===== config.mk =====
export PLATFORM = sky130hd
export DESIGN_NAME = led_pattern_engine
export DESIGN_NICKNAME = d
export VERILOG_FILES = /design/src/rtl/led_pattern_pkg.sv /design/src/rtl/led_step_divider.sv /design/src/rtl/led_pattern_engine.sv
export SDC_FILE = /design/constraint.sdc
export NUM_CORES = 1
export LEC_CHECK = 0
export ABC_AREA = 1
export ABC_CLOCK_PERIOD_IN_PS = 1940
export BUFFER_PORTS_ARGS = -buffer_cell sky130_fd_sc_hd__buf_4
export CORE_MARGIN = 2
export CORE_UTILIZATION = 53
export CTS_CLUSTER_DIAMETER = 50
export DETAILED_ROUTE_END_ITERATION = 6
export PLACE_DENSITY = 0.76
export SLEW_MARGIN = 10
export SYNTH_ARGS = -nofsm -noshare
export SYNTH_HDL_FRONTEND = slang
export SYNTH_SLANG_ARGS = --single-unit

===== constraint.sdc =====
create_clock -name clk -period 1.94 [get_ports clk]
set_clock_uncertainty 0.15 [all_clocks]
set_input_delay 0.194 -clock clk [delete_from_list [all_inputs] [get_ports clk]]
set_output_delay 0.194 -clock clk [all_outputs]
set_load 0.005 [all_outputs]

===== src/rtl/led_pattern_pkg.sv =====
// Shared encodings for the LED pattern engine: pattern modes and bounce direction.
package led_pattern_pkg;

  typedef enum logic [1:0] {
    MODE_BOUNCE = 2'd0,
    MODE_ROTATE = 2'd1,
    MODE_FILL   = 2'd2,
    MODE_BLINK  = 2'd3
  } mode_e;

  typedef enum logic {
    DIR_TO_LSB = 1'b0,
    DIR_TO_MSB = 1'b1
  } dir_e;

endpackage


===== src/rtl/led_step_divider.sv =====
// Step-period divider: produces a tick once every period+1 enabled cycles.
// The compare is >= so that lowering period below the running count ticks at once.
module led_step_divider #(
  parameter int DIV_WIDTH = 24
) (
  input  logic                 clk,
  input  logic                 rst_n,
  input  logic                 enable,
  input  logic                 clear,
  input  logic [DIV_WIDTH-1:0] period,
  output logic                 tick
);

  logic [DIV_WIDTH-1:0] count;

  assign tick = enable && (count >= period);

  // Count enabled cycles, wrapping to zero on a tick; clear restarts the period.
  always_ff @(posedge clk or negedge rst_n) begin
    if (!rst_n) begin
      count <= '0;
    end else if (clear) begin
      count <= '0;
    end else if (enable) begin
      if (tick) begin
        count <= '0;
      end else begin
        count <= count + 1'b1;
      end
    end
  end

endmodule


===== src/rtl/led_pattern_engine.sv =====
// LED pattern engine: steps a selectable LED pattern at a programmable rate,
// flagging each step and each completed pattern period with one-cycle pulses.
module led_pattern_engine
  import led_pattern_pkg::*;
#(
  parameter int LED_WIDTH = 8,
  parameter int DIV_WIDTH = 24
) (
  input  logic                 clk,
  input  logic                 rst_n,
  input  logic                 enable,
  input  logic [1:0]           mode,
  input  logic [DIV_WIDTH-1:0] speed_div,
  output logic [LED_WIDTH-1:0] led_data,
  output logic                 step_tick,
  output logic                 cycle_done
);

  localparam logic [LED_WIDTH-1:0] LED_ONE = LED_WIDTH'(1);
  localparam logic [LED_WIDTH-1:0] LED_MSB = LED_ONE << (LED_WIDTH - 1);
  localparam logic [LED_WIDTH-1:0] LED_ALL = '1;

  mode_e                mode_cur;
  mode_e                mode_q;
  dir_e                 dir_q;
  dir_e                 dir_next;
  logic                 restart_pending;
  logic                 tick;
  logic                 restart;
  logic                 advance;
  logic [LED_WIDTH-1:0] led_next;
  logic                 step_next;
  logic                 done_next;

  // Starting pattern loaded whenever a mode (re)starts.
  function automatic logic [LED_WIDTH-1:0] initial_pattern(input mode_e m);
    case (m)
      MODE_BOUNCE, MODE_ROTATE: return LED_MSB;
      MODE_FILL:                return '0;
      default:                  return LED_ALL;
    endcase
  endfunction

  assign mode_cur = mode_e'(mode);

  // A restart wins over a coincident divider tick.
  assign restart = enable && (restart_pending || (mode_q != mode_cur));
  assign advance = tick && !restart;

  led_step_divider #(
    .DIV_WIDTH(DIV_WIDTH)
  ) u_divider (
    .clk    (clk),
    .rst_n  (rst_n),
    .enable (enable),
    .clear  (restart),
    .period (speed_div),
    .tick   (tick)
  );

  // State register: pattern, direction, captured mode and output pulses.
  always_ff @(posedge clk or negedge rst_n) begin
    if (!rst_n) begin
      led_data        <= '0;
      step_tick       <= 1'b0;
      cycle_done      <= 1'b0;
      dir_q           <= DIR_TO_LSB;
      mode_q          <= MODE_BOUNCE;
      restart_pending <= 1'b1;
    end else begin
      led_data   <= led_next;
      dir_q      <= dir_next;
      step_tick  <= step_next;
      cycle_done <= done_next;
      if (restart) begin
        mode_q          <= mode_cur;
        restart_pending <= 1'b0;
      end
    end
  end

  // Next pattern and direction for a restart or a step of the current mode.
  always_comb begin
    led_next = led_data;
    dir_next = dir_q;
    if (restart) begin
      led_next = initial_pattern(mode_cur);
      dir_next = DIR_TO_LSB;
    end else if (advance) begin
      case (mode_q)
        MODE_BOUNCE: begin
          if (LED_WIDTH == 1) begin
            led_next = LED_ONE;
          end else if (dir_q == DIR_TO_LSB) begin
            if (led_data[0]) begin
              led_next = led_data << 1;
              dir_next = DIR_TO_MSB;
            end else begin
              led_next = led_data >> 1;
            end
          end else begin
            if (led_data[LED_WIDTH-1]) begin
              led_next = led_data >> 1;
              dir_next = DIR_TO_LSB;
            end else begin
              led_next = led_data << 1;
            end
          end
        end
        MODE_ROTATE: led_next = (led_data >> 1) | (led_data << (LED_WIDTH - 1));
        MODE_FILL:   led_next = (led_data == LED_ALL) ? '0 : ((led_data >> 1) | LED_MSB);
        default:     led_next = ~led_data;
      endcase
    end
  end

  // Step and period-complete pulses, raised only for a genuine step.
  always_comb begin
    step_next = advance;
    done_next = 1'b0;
    if (advance) begin
      case (mode_q)
        MODE_BOUNCE: done_next = (led_next == LED_MSB);
        MODE_ROTATE: done_next = led_data[0];
        MODE_FILL:   done_next = (led_data == LED_ALL);
        default:     done_next = (led_data == '0);
      endcase
    end
  end

endmodule


; ---- Word-level counts from Yosys, hierarchy flattened
; Index checks and enable logic that the tools add are counted.
; Widths: inputs -> output; s select.
[classes]
n_addsub = 1
order_cmp = 1
n_eq_ne = 7
mux = 19
bitwise = 2
reduce_logical = 13
[op_table]
columns = cell, n
row1 = $mux 24, 3
row2 = $mux 8, 6
row3 = $add 24x1->24 const B, 1
row4 = $ge 24x24->1, 1
row5 = $pmux 8 s3, 1
row6 = $eq 8x8->1 const B, 2
row7 = $pmux 8 s2, 1
row8 = $logic_not 8->1, 1
row9 = $not 8->8, 1
row10 = $or 7x8->8, 1
row11 = $mux 1, 7
row12 = $reduce_bool 2->1, 3
row13 = $eq 2x1->1 const B, 2
row14 = $eq 2x2->1 const B, 2
row15 = $logic_not 2->1, 2
row16 = $logic_and 1x1->1, 3
row17 = $pmux 1 s3, 1
row18 = $ne 2x2->1, 1
row19 = $reduce_and 2->1, 1
row20 = $reduce_or 2->1, 1
row21 = $logic_not 1->1, 1
row22 = $logic_or 1x1->1, 1
[totals]
regBits = 38
inputBits = 29
output_inout_bits = 10
wordCells = 50

; ---- Logic depth before layout (Yosys ltp)
[depth]
word_depth = 10
mapped_depth = 18
mapped_depth_nobuf = 18

; ---- Modules after synthesis
; Synthesis repeated with hierarchy kept, for this count alone.
[unflattened]
hier_cells = 580
area_unflattened_um2 = 3577.2
[modules_own_cells]
columns = module, instances, cells_per_inst, area_per_inst_um2, seq_area_each_um2
row1 = led_step_divider, 1, 381, 2413.6, 600.6
row2 = led_pattern_engine, 1, 199, 1163.6, 351.6

; ---- Least setup slack after synthesis
; OpenSTA, ideal clock, no wires.
[synth_timing]
kind = flip-flop to flip-flop
from = reg u_divider.count[22]
to = reg cycle_done
setup_ns = 0.073
arrival_time_ns = 1.923
required_ns = 1.717
slack_ns = -0.206
path_stages_with_launch = 18
n_path_buf = 0
period_less_slack_ns = 2.146
cell_sequence = dfrtp_1 > ha_1 > nand2_1 > nor2_2 > nand2_1 > nor2_2 > nand2_1 > nor2_2 > nand2_2 > nand2_4 > nand2_4 > nand2_8 > nor2_1 > nor2_2 > nand2_1 > nor2_1 > nand3_1 > a21oi_2
[synth_between]
elab_chain_cells = 8
[synth_rtl]
columns = element, line_no
row1 = from (decl), led_step_divider.sv:14  ; logic [DIV_WIDTH-1:0] count;
row2 = from (signal assigned), led_step_divider.sv:28  ; count <= count + 1'b1;
row3 = $ge 24x24->1 (*), led_step_divider.sv:16  ; assign tick = enable && (count >= period);
row4 = $logic_and 1x1->1 (*), led_step_divider.sv:16
row5 = $logic_and 1x1->1 (*), led_pattern_engine.sv:48  ; assign advance = tick && !restart;
row6 = $mux 8, led_pattern_engine.sv:89  ; end else if (advance) begin
row7 = $mux 8, led_pattern_engine.sv:86  ; if (restart) begin
row8 = $eq 8x8->1, led_pattern_engine.sv:123  ; MODE_BOUNCE: done_next = (led_next == LED_MSB);
row9 = $pmux 1 s3, led_pattern_engine.sv:122  ; case (mode_q)
row10 = $mux 1 (*), led_pattern_engine.sv:121  ; if (advance) begin
row11 = net done_next, led_pattern_engine.sv:33  ; logic done_next;
row12 = to (signal assigned), led_pattern_engine.sv:74  ; cycle_done <= done_next;
row13 = to (decl), led_pattern_engine.sv:16  ; output logic cycle_done
; The timed path passes the listed nets; every way through them passes the cells marked *.
; A chain may end at the register's enable or synchronous reset.

; ---- Worst setup path after layout
[layout_timing]
from = reg u_divider.count[19]
to = reg cycle_done
[layout_between]
elab_chain_cells = 8
[layout_rtl]
columns = element, line_no
row1 = $ge 24x24->1 (*), led_step_divider.sv:16
row2 = $logic_and 1x1->1 (*), led_step_divider.sv:16
row3 = $logic_and 1x1->1 (*), led_pattern_engine.sv:48
row4 = net advance, led_pattern_engine.sv:30  ; logic advance;
row5 = $mux 8, led_pattern_engine.sv:89
row6 = $mux 8, led_pattern_engine.sv:86
row7 = $eq 8x8->1, led_pattern_engine.sv:123
row8 = $pmux 1 s3, led_pattern_engine.sv:122
row9 = $mux 1 (*), led_pattern_engine.sv:121
row10 = net done_next, led_pattern_engine.sv:33
; Marks and branches as above.

==> impl_metrics.ini <==
[synth]
yosys.area_share.simple_pct = 34.0
synth_compound_area_share_pct = 7.15
ys_warn_count = 0
synthArstFlopShare_pct = 100
synth_nets = 482
netlist_area_um2 = 2980
synth_ff_type = dfrtp_1
synthAdderAreaFrac_pct = 10.5
synthCells = 428
ys_seq_area_share_pct = 32.0
synth_xor_area_share_pct = 6.18
synthDistinctLibCells = 37
muxShareOfSynthArea_pct = 0
synth_top_family_by_area = simple AND/OR/NAND/NOR gates
synth-edff-count = 0
ys_seq_elements = 38
syn_avg_cell_area_um2 = 6.95

[timing]
grt_setup_unrepaired = yes
timing.fmax_ghz = 0.393
slew_violations = 0
finalHoldViolations = 0
postLayoutSetupSlackWorst_ns = -0.607
min_period_ns = 2.55
fin_hold_ws_ns = 0.0845
max_slew_margin_pct = 65.9
worstMarginPinSlew_ns = 0.512
min_period_over_period_pct = 131
final-setup-viol-count = 35

[cells_and_area]
fin_cells = 640
layout-drive-gt1-share_pct = 41.2
num_antenna_cells = 0
area_delta_synth_final_pct = 58.9
layout.nets = 621
post-route-util_pct = 86.4

[critical_path]
critical_path_class = reg2reg
path_max_fanout = 4
crit_arrival_ns = 2.60
required_ns = 1.99
start_kind = flip-flop
end_kind = flip-flop

[global_routing]
antenna_found_initial = 0
grt_pass1_vias = 3372
grt_pass1_wl_um = 15500
gr-max-usage-layer = met2
grt_overflow_total = 0
use_met3_pct = 7.16
track_usage_pct = 32.1
grt_max_degree = 39
use_met2_pct = 54.1
met1_usage_pct = 39.2

[outcome]
status = finished, violations left
violations = design-rule violations, negative setup slack

[route]
route.detailed.drc = 10
finalWirelength_um = 12200
routed_via_density = 5.94
vias = 3804
wl_per_cell_um = 19.1
postRouteAntennaNets = 0
dr.first_iter.drc_count = 462
drt-pass1-iter-count = 7

[worst_hold_path]
hold_class = in2reg

[die]
die-area_um2 = 6230
core_um2 = 5470
fp.dieW_um = 78.9
initial_utilization_pct = 54.4
ioPinCount = 39
std_cell_rows = 27
fp.dieH_um = 78.9

[power]
power_leakage_nw = 2.44
power.density_nw_per_um2 = 770
peakVddDrop_v = 0.000580

[clock_network]
cts.path.max_buffers = 2
clock_latency_ns = 0.31
cts.htree.levels = 2
cts_root_buf = clkbuf_8
cts.sinks = 38
numCtsBuffers = 5
cts_tree = yes
clkTransAtPathRegs_ns = 0.08

[run]
max-cap-violations = 0

[placed_design]
pre_cts_slack_ns = -0.417
gp_congestion = 0.971
io_buffers = 38
dpl.hpwl_um = 6300
numPlacedInstances = 610
[metrics by stage]
stage | TNS [ns] | power (mW) | cell area [um^2]
floorplan | -2.61 | 1.64 | 2980
global placement | -4.98 | 2.29 | 3920
detailed placement | -6.57 | 2.31 | 3920
CTS | -8.60 | 3.32 | 4320
global route | -18.20 | 3.77 | 4730
finish | -14.61 | 3.64 | 4730
[placed cells by master (no fill, tap or decap), types with 9 or more instances in the layout]
cell and count:
nand2_1 96, ha_1 17, nor3_1 10, inv_1 65, nand3_1 14, o21ai_0 9, xor2_1 14, buf_4 124
nor2_2 22, nand4_1 10, nor2_4 15, nand2_2 16, a21oi_1 11, nor2_1 28, dfrtp_1 37
[cell families after synthesis]
family | Yosys count
buffers and inverters | 80
AND/OR/NAND/NOR | 228
flip-flops | 38
AO/OA/AOI/OAI | 36
XOR/XNOR | 21
adder cells (fa/ha/maj) | 25
[synthesized netlist by cell type (all sizes together), types with 2 or more instances]
library cell	instances	area, um^2
a21oi	12	63.8
buf	4	18.8
clkbuf	2	7.51
dfrtp	37	926
ha	25	313
inv	73	274
nand2	115	468
nand3	22	115
nand4	10	62.6
nor2	65	269
nor3	12	70.1
nor4	3	18.8
o211ai	3	22.5
o21ai	11	55.1
o22ai	3	18.8
xnor2	7	61.3
xor2	14	123
[layout make-up]
| type | instances | area (um^2) |
|---|---|---|
| Clock inverter | 2 | 60.1 |
| Inverter | 74 | 278 |
| Clock buffer | 6 | 82.6 |
| Sequential cell | 38 | 952 |
| Timing Repair Buffer | 138 | 1160 |
| Tap cell | 72 | 90.1 |
| Fill cell | 262 | 742 |
| Multi-Input combinational cell | 310 | 2110 |
[state kept, by name, summed over array words and instances, names as in the netlist]
name             count
u_divider.count     24
cycle_done           1
mode_q               2
restart_pending      1
dir_q                1
led_data             8
step_tick            1
[power by group]
part	switching, mW	internal, mW	total (mW)
Sequential	0.0994	0.876	0.975
Clock	0.323	0.549	0.872
Combinational	1.01	0.783	1.80
[final timing paths]
kind                                                 startpoint                     endpoint  slack [ns]  cells after the start
worst min-delay path                                    mode[0]        mode_q[0]$_DFFE_PN0P_        0.08                      3
min in group asynchronous                                 rst_n        mode_q[1]$_DFFE_PN0P_        0.25                      2
worst max-delay path            u_divider.count[19]$_DFFE_PN0P_         cycle_done$_DFF_PN0_       -0.61                     16
worst min register to register      restart_pending$_DFFE_PN1P_  restart_pending$_DFFE_PN1P_        0.31                      2
worst max register to register  u_divider.count[19]$_DFFE_PN0P_         cycle_done$_DFF_PN0_       -0.61                     16
max in group asynchronous                                 rst_n        led_data[3]$_DFF_PN0_        1.03                      2
[metal layers]
layer  vias to the layer above  wire length [um]  share of wire [%]
li1                       1629                 -                  -
met1                      1770              4420                 36
met2                       296              5870                 48
met3                       109              1080                8.8
met4                         0               851                7.0
met5                         -                 0                  0
[timing repair]
| action | in CTS | in global routing |
|---|---|---|
| resized for setup | 26 | 74 |
| gates cloned | 2 | 1 |
| pin swaps | 12 | 33 |
| hold buffers | 2 | 0 |
| setup endpoints to repair | 35 | 35 |
| setup buffers | 7 | 13 |
| hold endpoints to repair | 39 | 0 |
[worst max-delay path, stage by stage (launching register included)]
cell and delay (ns):
dfrtp_1 0.44, ha_4 0.29, nand2_1 0.06, nor2_1 0.13
nand2_2 0.10, nor2_4 0.10, nand2_2 0.06, nor2_2 0.10
nand2_2 0.07, nand2_4 0.12, nand3_1 0.18, inv_2 0.14
nand2_1 0.06, o211ai_1 0.16, nor2_1 0.09, nand3_1 0.11
a21oi_2 0.06
(Power assumes the default switching activity.)
